===== config.mk =====
export PLATFORM = sky130hd
export DESIGN_NAME = gpu_cmd_frame_buffer
export DESIGN_NICKNAME = d
export VERILOG_FILES = /design/src/rtl/gpu_cmd_pkg.sv /design/src/rtl/gpu_cmd_fifo.sv /design/src/rtl/gpu_cmd_frame_buffer.sv
export SDC_FILE = /design/constraint.sdc
export NUM_CORES = 1
export LEC_CHECK = 0
export ABC_CLOCK_PERIOD_IN_PS = 6400
export BUFFER_PORTS_ARGS = -buffer_cell sky130_fd_sc_hd__buf_2
export CAP_MARGIN = 25
export CELL_PAD_IN_SITES_DETAIL_PLACEMENT = 1
export CELL_PAD_IN_SITES_GLOBAL_PLACEMENT = 1
export CORE_ASPECT_RATIO = 2
export CORE_MARGIN = 3
export CORE_UTILIZATION = 48
export DETAILED_ROUTE_END_ITERATION = 10
export PLACE_DENSITY_LB_ADDON = 0.25
export SLEW_MARGIN = 30
export SYNTH_ARGS = -nofsm -noshare
export SYNTH_HDL_FRONTEND = slang
export SYNTH_SLANG_ARGS = --single-unit

===== constraint.sdc =====
create_clock -name clk_in -period 6.4 [get_ports clk_in]
set_clock_uncertainty 0.1 [all_clocks]
set_input_delay 1.28 -clock clk_in [delete_from_list [all_inputs] [get_ports clk_in]]
set_output_delay 1.28 -clock clk_in [all_outputs]
set_load 0.005 [all_outputs]

===== src/rtl/gpu_cmd_pkg.sv =====
// Shared types and default widths for the frame-synchronised GPU command buffer.
package gpu_cmd_pkg;

  localparam int CMD_W_DEF  = 8;
  localparam int DATA_W_DEF = 16;

  typedef enum logic [1:0] {
    IDLE  = 2'd0,
    DRAIN = 2'd1,
    DONE  = 2'd2
  } state_t;

  typedef struct packed {
    logic [CMD_W_DEF-1:0]  opcode;
    logic [DATA_W_DEF-1:0] data;
  } gpu_cmd_t;

endpackage


===== src/rtl/gpu_cmd_fifo.sv =====
// Circular command storage with wrap-around pointers and an occupancy counter.
module gpu_cmd_fifo #(
  parameter int W     = 24,
  parameter int DEPTH = 16,
  parameter int CNT_W = $clog2(DEPTH) + 1
) (
  input  logic             clk,
  input  logic             rst,
  input  logic             push,
  input  logic             pop,
  input  logic [W-1:0]     wdata,
  output logic [W-1:0]     rdata,
  output logic             full,
  output logic             empty,
  output logic [CNT_W-1:0] level
);

  localparam int AW = $clog2(DEPTH);

  logic [W-1:0]  mem [DEPTH];
  logic [AW-1:0] wr_ptr;
  logic [AW-1:0] rd_ptr;
  logic          do_push;
  logic          do_pop;

  assign full    = (level == CNT_W'(DEPTH));
  assign empty   = (level == '0);
  assign do_push = push && !full;
  assign do_pop  = pop && !empty;

  // An empty buffer presents zeros rather than stale storage.
  assign rdata = empty ? '0 : mem[rd_ptr];

  always_ff @(posedge clk) begin
    if (rst) begin
      wr_ptr <= '0;
      rd_ptr <= '0;
      level  <= '0;
    end else begin
      if (do_push) wr_ptr <= wr_ptr + AW'(1);
      if (do_pop)  rd_ptr <= rd_ptr + AW'(1);
      case ({do_push, do_pop})
        2'b10:   level <= level + CNT_W'(1);
        2'b01:   level <= level - CNT_W'(1);
        default: level <= level;
      endcase
    end
  end

  always_ff @(posedge clk) begin
    if (do_push) mem[wr_ptr] <= wdata;
  end

endmodule


===== src/rtl/gpu_cmd_frame_buffer.sv =====
// Frame-batched GPU command buffer: drains exactly the commands queued at each frame boundary.
// Optional statistics outputs (last_batch_out, high_water_out) are enabled by GPU_CMD_STATS_EN.
module gpu_cmd_frame_buffer
  import gpu_cmd_pkg::*;
#(
  parameter int CMD_W  = CMD_W_DEF,
  parameter int DATA_W = DATA_W_DEF,
  parameter int DEPTH  = 16,
  parameter int CNT_W  = $clog2(DEPTH) + 1
) (
  input  logic              clk_in,
  input  logic              rst_in,
  input  logic              cmd_valid_in,
  output logic              cmd_ready_out,
  input  logic [CMD_W-1:0]  cmd_in,
  input  logic [DATA_W-1:0] cmd_data_in,
  input  logic              frame_end_in,
  output logic              exec_valid_out,
  input  logic              exec_ready_in,
  output logic [CMD_W-1:0]  exec_cmd_out,
  output logic [DATA_W-1:0] exec_data_out,
  output logic              draining_out,
  output logic              drain_done_out,
  output logic [CNT_W-1:0]  level_out,
  input  logic              clear_errors_in,
  output logic              overflow_out,
`ifdef GPU_CMD_STATS_EN
  output logic [CNT_W-1:0]  last_batch_out,
  output logic [CNT_W-1:0]  high_water_out,
`endif
  output logic              frame_overrun_out
);

  localparam int W = CMD_W + DATA_W;

  state_t           state;
  logic [CNT_W-1:0] snapshot;
  logic [CNT_W-1:0] remaining;
  logic [CNT_W-1:0] snap_level;
  logic [W-1:0]     head;
  logic             fifo_full;
  logic             fifo_empty;
  logic             push;
  logic             pop;

  assign cmd_ready_out = !fifo_full;
  assign push          = cmd_valid_in && cmd_ready_out;
  assign pop           = exec_valid_out && exec_ready_in && !fifo_empty;
  assign exec_cmd_out  = head[DATA_W +: CMD_W];
  assign exec_data_out = head[DATA_W-1:0];

  // A push in the frame_end cycle belongs to the batch being snapshotted.
  assign snap_level = level_out + CNT_W'(push);

  gpu_cmd_fifo #(
    .W     (W),
    .DEPTH (DEPTH),
    .CNT_W (CNT_W)
  ) u_fifo (
    .clk   (clk_in),
    .rst   (rst_in),
    .push  (push),
    .pop   (pop),
    .wdata ({cmd_in, cmd_data_in}),
    .rdata (head),
    .full  (fifo_full),
    .empty (fifo_empty),
    .level (level_out)
  );

  always_ff @(posedge clk_in) begin
    if (rst_in) begin
      state          <= IDLE;
      snapshot       <= '0;
      remaining      <= '0;
      exec_valid_out <= 1'b0;
      draining_out   <= 1'b0;
      drain_done_out <= 1'b0;
    end else begin
      case (state)
        IDLE: begin
          drain_done_out <= 1'b0;
          if (frame_end_in) begin
            snapshot       <= snap_level;
            remaining      <= snap_level;
            draining_out   <= 1'b1;
            exec_valid_out <= (snap_level != '0);
            state          <= DRAIN;
          end
        end
        DRAIN: begin
          // Leave as soon as the last counted command is accepted.
          if (remaining == '0 || (pop && remaining == CNT_W'(1))) begin
            remaining      <= '0;
            exec_valid_out <= 1'b0;
            draining_out   <= 1'b0;
            drain_done_out <= 1'b1;
            state          <= DONE;
          end else if (pop) begin
            remaining <= remaining - CNT_W'(1);
          end
        end
        DONE: begin
          drain_done_out <= 1'b0;
          state          <= IDLE;
        end
        default: begin
          exec_valid_out <= 1'b0;
          draining_out   <= 1'b0;
          drain_done_out <= 1'b0;
          state          <= IDLE;
        end
      endcase
    end
  end

  // Sticky error flags; a same-cycle set takes priority over clear.
  always_ff @(posedge clk_in) begin
    if (rst_in) begin
      overflow_out      <= 1'b0;
      frame_overrun_out <= 1'b0;
    end else begin
      if (cmd_valid_in && fifo_full)  overflow_out <= 1'b1;
      else if (clear_errors_in)       overflow_out <= 1'b0;
      if (frame_end_in && state != IDLE) frame_overrun_out <= 1'b1;
      else if (clear_errors_in)          frame_overrun_out <= 1'b0;
    end
  end

`ifdef GPU_CMD_STATS_EN
  always_ff @(posedge clk_in) begin
    if (rst_in) begin
      last_batch_out <= '0;
      high_water_out <= '0;
    end else begin
      if (state == DONE) last_batch_out <= snapshot;
      if (clear_errors_in)                high_water_out <= level_out;
      else if (level_out > high_water_out) high_water_out <= level_out;
    end
  end
`endif

endmodule


==> implementation parameters, run 1 <==
Parameter                              Value

Run status
  Run status ... finished, final reports clean

Power
  Clock share of power ... between 30% and 40%
  Portion of total power attributed to sequential cells ... around 56%
  Internal power ... about 0.0043 W
  Static leakage power ... 5.792 nW
  VDD IR max ... around 0.16 mV
  Net switching share of the total power ... about a fifth
  Total power density per cell area ... 296.2 mW/mm²
  Relative contribution of combinational cells to total power ... 6.6%
  Psw ... ~0.0011 W

Worst setup path
  Critical path fanouts, max ... 30
  Type of the worst setup path ... reg -> out
  Setup slack of the worst register-to-register path ... 2.94 ns
  Critical Path Start Type ... register
  Required @ worst endpoint ... 5.02 ns
  Most Frequent Cell on Critical Path ... sky130_fd_sc_hd__mux4_2
  Largest incremental delay on the critical path ... between 0.7 and 0.8 ns
  Critical path, cell by cell ... buf_4 > mux4_2 > mux4_2 > nor2b_1 > buf_2
  Crit path DAT ... slightly above 3 ns
  Kind of end point of the critical path ... output pin
  Slowest stage cell, crit path ... sky130_fd_sc_hd__dfxtp_4

Placement
  Placed Cells incl. Taps ... about 1,200
  Weighted congestion reported at the end of routability-driven placement ... slightly above 0.8
  I/O Buffers ... between 60 and 70
  Detailed-placement wirelength estimate ... between 20 and 25 mm

Final layout
  Synthesis-to-layout area growth ... 12.30%
  Highest-count cells in the layout ignoring fill and taps ... sky130_fd_sc_hd__edfxtp_1 (384), sky130_fd_sc_hd__mux4_2 (120), sky130_fd_sc_hd__buf_2 (64), sky130_fd_sc_hd__clkbuf_16 (35), sky130_fd_sc_hd__dfxtp_1 (26)
  Fraction of final layout cells sized beyond drive strength 1 ... 32.68%
  Diodes inserted ... 0
  Finished Layout Cells ... about 1,300
  Nets ... 889
  Most frequent standard cell in the layout excluding fill and tap cells ... sky130_fd_sc_hd__edfxtp_1

Routing
  Final antenna-violating net count ... 0
  Routed wirelength normalized by instance count ... about 28 µm
  Overall routed net length ... approximately 37 mm
  Via count normalized by instance count ... roughly 6.0
  Number of remaining DRC errors ... 0
  Iteration-0 DRC Markers ... roughly 770
  Vias post-DR ... between 7,000 and 8,000
  Number of optimization iterations in the first detailed-route pass ... 5

Timing
  Top achievable clock speed ... 0.2248 GHz
  Worst hold slack across all endpoints ... approximately 0.36 ns
  Min Tclk post-route ... about 4.4 ns
  Setup TNS Final ... 0 ns
  Worst max-slew margin expressed relative to the limit ... 38.82%
  RSZ-0062 raised after global routing ... no
  Final-report hold violation count ... 0
  Final max-slew violation count ... 0
  Final worst-path cycle share ... 69.49%
  Slew at the pin with the worst max-slew slack ... between 0.9 and 1 ns
  Total setup violations reported at the end of the flow ... 0

Die
  Placement row count ... 94
  Die outline area ... around 0.036 mm²
  Initial cell density of the core ... between 40% and 50%
  Ports ... 65
  Core area ... between 0.03 and 0.04 mm²
  Overall die width ... about 140 µm
  Y dimension of the die ... about 270 µm

Logic synthesis
  Post-Synth Adder-Cell Area ... 1.078%
  Mux share of post-synthesis cell area ... between 10% and 20%
  Post-synthesis instance area ... around 0.016 mm²
  Sequential cell area fraction in the yosys report ... around 75%
  Compound-cell area share of the yosys netlist ... roughly 2%
  Mapped Nets ... roughly 800
  Cells after Synth ... 760
  Number of flops mapped to enable cells by yosys ... between 300 and 400
  Synthesized area per cell ... about 21 µm²
  Fraction of the mapped netlist area in simple logic gates ... under 10%
  Yosys Warn Count ... 0
  Dominant register cell in the synthesized netlist ... sky130_fd_sc_hd__edfxtp_1
  Synthesis-stage register bit count ... about 410
  Count of distinct cell types in the synthesized netlist ... between 40 and 50
  Xor/xnor share of the synthesized area ... less than 1%
  Fraction of registers with async set/reset ... 0%
  Largest family of logic cells by synthesized area ... multiplexers

Clock tree
  Number of H-tree branching levels ... 2
  Longest Clk Path Bufs ... 3
  TritonCTS clock tree ... built
  Clock slew at the register clock pins of the worst setup and hold paths ... approximately 0.07 ns
  CTS Hold Buffers Added ... 0
  Total clock sinks ... just over 400
  Clock latency of the later-clocked register in the worst-skew pair ... roughly 0.52 ns
  Buffers inserted by post-CTS timing repair ... 0
  Number of buffers inserted during clock tree synthesis ... 35
  Resize count post-CTS ... 0
  Root buffer cell ... sky130_fd_sc_hd__clkbuf_16

Global route
  Maximum number of pins on one net before global-route repair ... 69
  Overflow after GRT ... 0
  Wire length of the first global-routing pass ... ~56 mm
  Antenna violations before repair ... 3
  Global Route Usage Sum ... around a fifth
  Via count of the first global-routing pass ... 8,803

Run
  Number of maximum-capacitance constraint violations ... 0

Worst hold path
  Worst hold path type ... reg -> reg
==> cell type report <==
| cell class | count | area [µm²] |
|---|---|---|
| flip-flops and latches | 413 | 12120 |
| well taps | 432 | 540.5 |
| clock buffers | 44 | 940.9 |
| fillers | 2927 | 14920 |
| inverters | 10 | 37.54 |
| repair buffers | 88 | 545.5 |
| clock inverters | 14 | 116.4 |
| multi-input cells | 297 | 3941 |
==> sequential cells by signal, indices dropped and copies added, names as in the netlist, named ones only <==
signal / flops
drain_done_out: 1
draining_out: 1
exec_valid_out: 1
frame_overrun_out: 1
overflow_out: 1
remaining: 5
state: 2
u_fifo.level: 5
u_fifo.mem: 384
u_fifo.rd_ptr: 4
u_fifo.wr_ptr: 4
==> final timing paths <==
| path | start | end | cells past startpoint |
|---|---|---|---|
| setup / recovery | register | exec_data_out[6] | 5 |
| hold / removal | frame_overrun_out$_SDFFE_PP0P_ | frame_overrun_out$_SDFFE_PP0P_ | 2 |
| setup reg to reg | u_fifo.level[2]$_SDFFE_PP0P_ | u_fifo.level[4]$_SDFFE_PP0P_ | 10 |
| hold reg to reg | frame_overrun_out$_SDFFE_PP0P_ | frame_overrun_out$_SDFFE_PP0P_ | 2 |
==> metrics by stage <==
step | total power [W] | area [µm²] | setup WS (ns) | utilization [%]
6_report | 0.005403 | 18240 | 1.952 | 55.00
5_1_grt | 0.005589 | 18240 | 1.767 | 55.00
4_1_cts | 0.005459 | 18190 | 1.567 | 54.84
3_5_place_dp | 0.003443 | 17130 | 2.111 | 51.66
3_3_place_gp | 0.003424 | 17130 | 2.171 | 51.64
2_1_floorplan | 0.003284 | 16240 | 2.390 | -
==> cells by family (layout without fill, tap and decap cells) <==
kind of cell | count (synthesis) | after routing
AO/OA/AOI/OAI | 42 | 42
XOR/XNOR | 15 | 15
adder cells (fa/ha/maj) | 14 | 14
buffers and inverters | 50 | 156
flip-flops | 413 | 413
multiplexers | 122 | 122
AND/OR/NAND/NOR | 104 | 104
==> cell usage after synthesis, drive strengths merged, types with 2 or more instances <==
master  count  share of area [%]
a211o       2               0.11
a21o        2              0.092
a21oi       9               0.28
a22oi       2              0.092
a31oi       2              0.077
and3        3               0.12
buf        23               0.94
clkbuf     17               0.39
dfxtp      29                3.6
edfxtp    384                 71
ha         14                1.1
inv        10               0.23
mux2i       2               0.12
mux4      120                 17
nand2      16               0.37
nand2b      6               0.23
nand3       4               0.12
nand4       2              0.077
nor2       33               0.76
nor2b      25               0.96
nor3        8               0.25
nor3b       2              0.092
o211a       2               0.12
o211ai      2               0.12
o21ai       7               0.24
o22ai       3               0.12
xnor2       6               0.32
xor2        9               0.49
==> power groups by stage <==
stage / combinational (W) / sequential, W / clock, W
global placement: 0.000342 / 0.00308 / 0
global route: 0.000390 / 0.00303 / 0.00217
detailed placement: 0.000356 / 0.00309 / 0
CTS: 0.000359 / 0.00303 / 0.00207
floorplan: 0.000218 / 0.00307 / 0
finish: 0.000356 / 0.00302 / 0.00202
==> metal layers <==
layer	vias to the layer above	share of wire, %	GRT usage, %
li1	3286	-	-
met1	4162	36	24.76
met2	219	57	39.65
met3	60	4.5	3.099
met5	-	0.084	0
met4	4	2.6	6.299
==> critical path: cells and delay by family, from the launching register on <==
family        cells  cell delay [ns]
buf+inv           2             0.58
mux               2             1.04
flops             1             0.76
simple gates      1             0.15
Note: power is estimated with default switching activity, not from simulation.
==> run 2, diff against run 1 <==
ABC_CLOCK_PERIOD_IN_PS = 4150   (was 6400)
clock period = 4.15 ns   (was 6.4 ns; I/O delays follow)
==> run 2 against run 1 <==
Net effect: sequential power is 54% higher; clock-buffer cell count is 4 higher; final cell count is 1.2% higher; wire length is 2.7% higher.
==> implementation parameters, run 2 (same netlist as run 1, synthesis figures left out) <==
Parameter                              Value

Timing
  Top achievable clock speed ... 0.2624 GHz
  Setup TNS Final ... 0 ns (unchanged)
  Final worst-path cycle share ... between 90% and 100%
  Min Tclk post-route ... 3.811 ns
  RSZ-0062 raised after global routing ... no
  Final max-slew violation count ... 0 (unchanged)
  Worst max-slew margin expressed relative to the limit ... 52.72% (+14 points)
  Total setup violations reported at the end of the flow ... 0 (unchanged)
  Slew at the pin with the worst max-slew slack ... 0.7085 ns (-0.2082 ns)
  Final-report hold violation count ... 0 (unchanged)

Worst hold path
  Worst hold path type ... reg -> reg

Die
  Overall die width ... 136.1 µm (unchanged)
  Core area ... 0.03317 mm² (unchanged)
  Y dimension of the die ... 266.2 µm (unchanged)
  Placement row count ... 94 (unchanged)
  Ports ... 65 (unchanged)
  Die outline area ... 0.03622 mm² (unchanged)
  Initial cell density of the core ... 48.98% (unchanged)

Final layout
  Leading registers by flop count ... u_fifo.mem (384), remaining (5), u_fifo.level (5)
  Nets ... 902 (+1.5%)
  Register with the highest flop count ... u_fifo.mem
  Number of flip-flops in the largest register ... 384 (unchanged)
  Finished Layout Cells ... 1,314 (+1.2%)
  Synthesis-to-layout area growth ... 14.16%
  Most frequent standard cell in the layout excluding fill and tap cells ... sky130_fd_sc_hd__edfxtp_1
  Diodes inserted ... 0 (unchanged)
  Fraction of final layout cells sized beyond drive strength 1 ... 33.90% (+1.2 points)
  Highest-count cells in the layout ignoring fill and taps ... sky130_fd_sc_hd__edfxtp_1 (384), sky130_fd_sc_hd__mux4_2 (120), sky130_fd_sc_hd__buf_2 (64), sky130_fd_sc_hd__clkbuf_16 (38), sky130_fd_sc_hd__buf_4 (31)

Worst setup path
  Critical path fanouts, max ... 35 (+17%)
  Crit path DAT ... 2.88 ns (-0.19 ns)
  Critical Path Start Type ... register
  Cell family contributing the most delay on the critical path ... multiplexers
  Most Frequent Cell on Critical Path ... sky130_fd_sc_hd__mux4_2
  Largest incremental delay on the critical path ... 0.60 ns (-0.16 ns)
  Buffers plus inverters on the worst setup path ... 2 (unchanged)
  Required @ worst endpoint ... 3.22 ns (-1.80 ns)
  Critical path, cell by cell ... buf_12 > mux4_2 > mux4_2 > nor2b_1 > buf_2
  Kind of end point of the critical path ... output pin
  Slowest stage cell, crit path ... sky130_fd_sc_hd__dfxtp_4
  Type of the worst setup path ... reg -> out

Placement
  Detailed-placement wirelength estimate ... 22.77 mm (+7.0%)
  I/O Buffers ... 64 (unchanged)
  Placed Cells incl. Taps ... 1,253 (+1.2%)
  Weighted congestion reported at the end of routability-driven placement ... 0.8466 (+2.3%)

Power
  Portion of total power attributed to sequential cells ... 53.2% (-2.7 points)
  Overall Power ... 0.008745 W (+62%)
  Net switching share of the total power ... 20.59% (-0.56 points)
  Clock share of power ... 40.3% (+2.8 points)
  Static leakage power ... 5.932 nW (+2.4%)
  Psw ... 0.001800 W (+58%)
  Total power density per cell area ... 471.6 mW/mm² (+59%)
  Relative contribution of combinational cells to total power ... 6.4% (-0.2 points)
  VDD IR max ... 0.2924 mV (+78%)
  Internal power ... 0.006945 W (+63%)

Clock tree
  Total clock sinks ... 413 (unchanged)
  Root buffer cell ... sky130_fd_sc_hd__clkbuf_16
  Resize count post-CTS ... 0 (unchanged)
  Clock slew at the register clock pins of the worst setup and hold paths ... 0.07 ns (about the same)
  Longest Clk Path Bufs ... 3 (unchanged)
  Number of buffers inserted during clock tree synthesis ... 35 (unchanged)
  TritonCTS clock tree ... built
  Buffers inserted by post-CTS timing repair ... 0 (unchanged)
  Number of H-tree branching levels ... 2 (unchanged)
  CTS Hold Buffers Added ... 0 (unchanged)
  Clock latency of the later-clocked register in the worst-skew pair ... 0.54 ns (+0.02 ns)

Routing
  Vias post-DR ... 7,817 (+1.1%)
  Final antenna-violating net count ... 0 (unchanged)
  Overall routed net length ... 37.91 mm (+2.7%)
  Via count normalized by instance count ... 5.949 (-0.12%)
  Iteration-0 DRC Markers ... 539 (-30%)
  Number of optimization iterations in the first detailed-route pass ... 5 (unchanged)
  Number of remaining DRC errors ... 0 (unchanged)
  Routed wirelength normalized by instance count ... 28.85 µm (+1.4%)

Global route
  Antenna violations before repair ... 3 (unchanged)
  Wire length of the first global-routing pass ... 56.73 mm (+1.9%)
  Maximum number of pins on one net before global-route repair ... 44 (-36%)
  Via count of the first global-routing pass ... 8,736 (-0.76%)
  Global Route Usage Sum ... 21.75% (+0.62 points)
  Overflow after GRT ... 0 (unchanged)

Run status
  Run status ... finished, final reports clean

Run
  Number of maximum-capacitance constraint violations ... 0 (unchanged)
-- run 2: area by class of cell --
type	count	area (µm²)
Fill cell	2919	14620
Sequential cell	413	12120
Multi-Input combinational cell	297	3931
Clock buffer	48	1018
Timing Repair Buffer	101	673.1
Tap cell	432	540.5
Clock inverter	13	222.7
Inverter	10	37.54
-- run 2: final timing paths --
check,from,end,slack [ns],depth (start not counted)
max reg2reg,u_fifo.level[1]$_SDFFE_PP0P_,u_fifo.level[4]$_SDFFE_PP0P_,0.80,10
min,frame_overrun_out$_SDFFE_PP0P_,frame_overrun_out$_SDFFE_PP0P_,0.37,2
max,register,exec_cmd_out[0],0.34,5
min reg2reg,frame_overrun_out$_SDFFE_PP0P_,frame_overrun_out$_SDFFE_PP0P_,0.37,2
-- run 2: metal layers --
metal | global-route usage (%) | share of wire [%]
met1 | 25.75 | 35
met2 | 39.90 | 56
met3 | 3.326 | 4.8
met4 | 7.608 | 3.2
met5 | 0 | 0.090
-- run 2: worst register-to-register path: stages, from the launching register on --
cell and delay [ns]:
sky130_fd_sc_hd__dfxtp_1 0.43, sky130_fd_sc_hd__or4_4 0.60, sky130_fd_sc_hd__o211a_1 0.37, sky130_fd_sc_hd__ha_1 0.34
sky130_fd_sc_hd__xor2_1 0.18, sky130_fd_sc_hd__ha_1 0.23, sky130_fd_sc_hd__a211o_1 0.28, sky130_fd_sc_hd__a211o_1 0.29
sky130_fd_sc_hd__a31oi_1 0.21, sky130_fd_sc_hd__xnor2_1 0.15, sky130_fd_sc_hd__nor2_1 0.05
-- run 2: per-stage QoR --
step	hold slack, ns	cell area (µm²)	setup slack [ns]	util, %
finish	0.3678	18540	0.3387	55.91
global route	0.4047	18540	0.1747	55.91
CTS	0.3694	18540	0.2696	55.91
detailed placement	0.3551	17300	0.7653	52.17
global placement	0.3534	17300	0.7605	52.17
floorplan	0.3527	16240	0.5904	-
-- run 2: power groups by stage --
stage	clock (W)	sequential, W	combinational, W
5_1_grt	0.00376	0.00466	0.000614
6_report	0.00353	0.00466	0.000563
2_1_floorplan	0	0.00473	0.000336
3_3_place_gp	0	0.00474	0.000550
3_5_place_dp	0	0.00475	0.000569
4_1_cts	0.00360	0.00466	0.000574
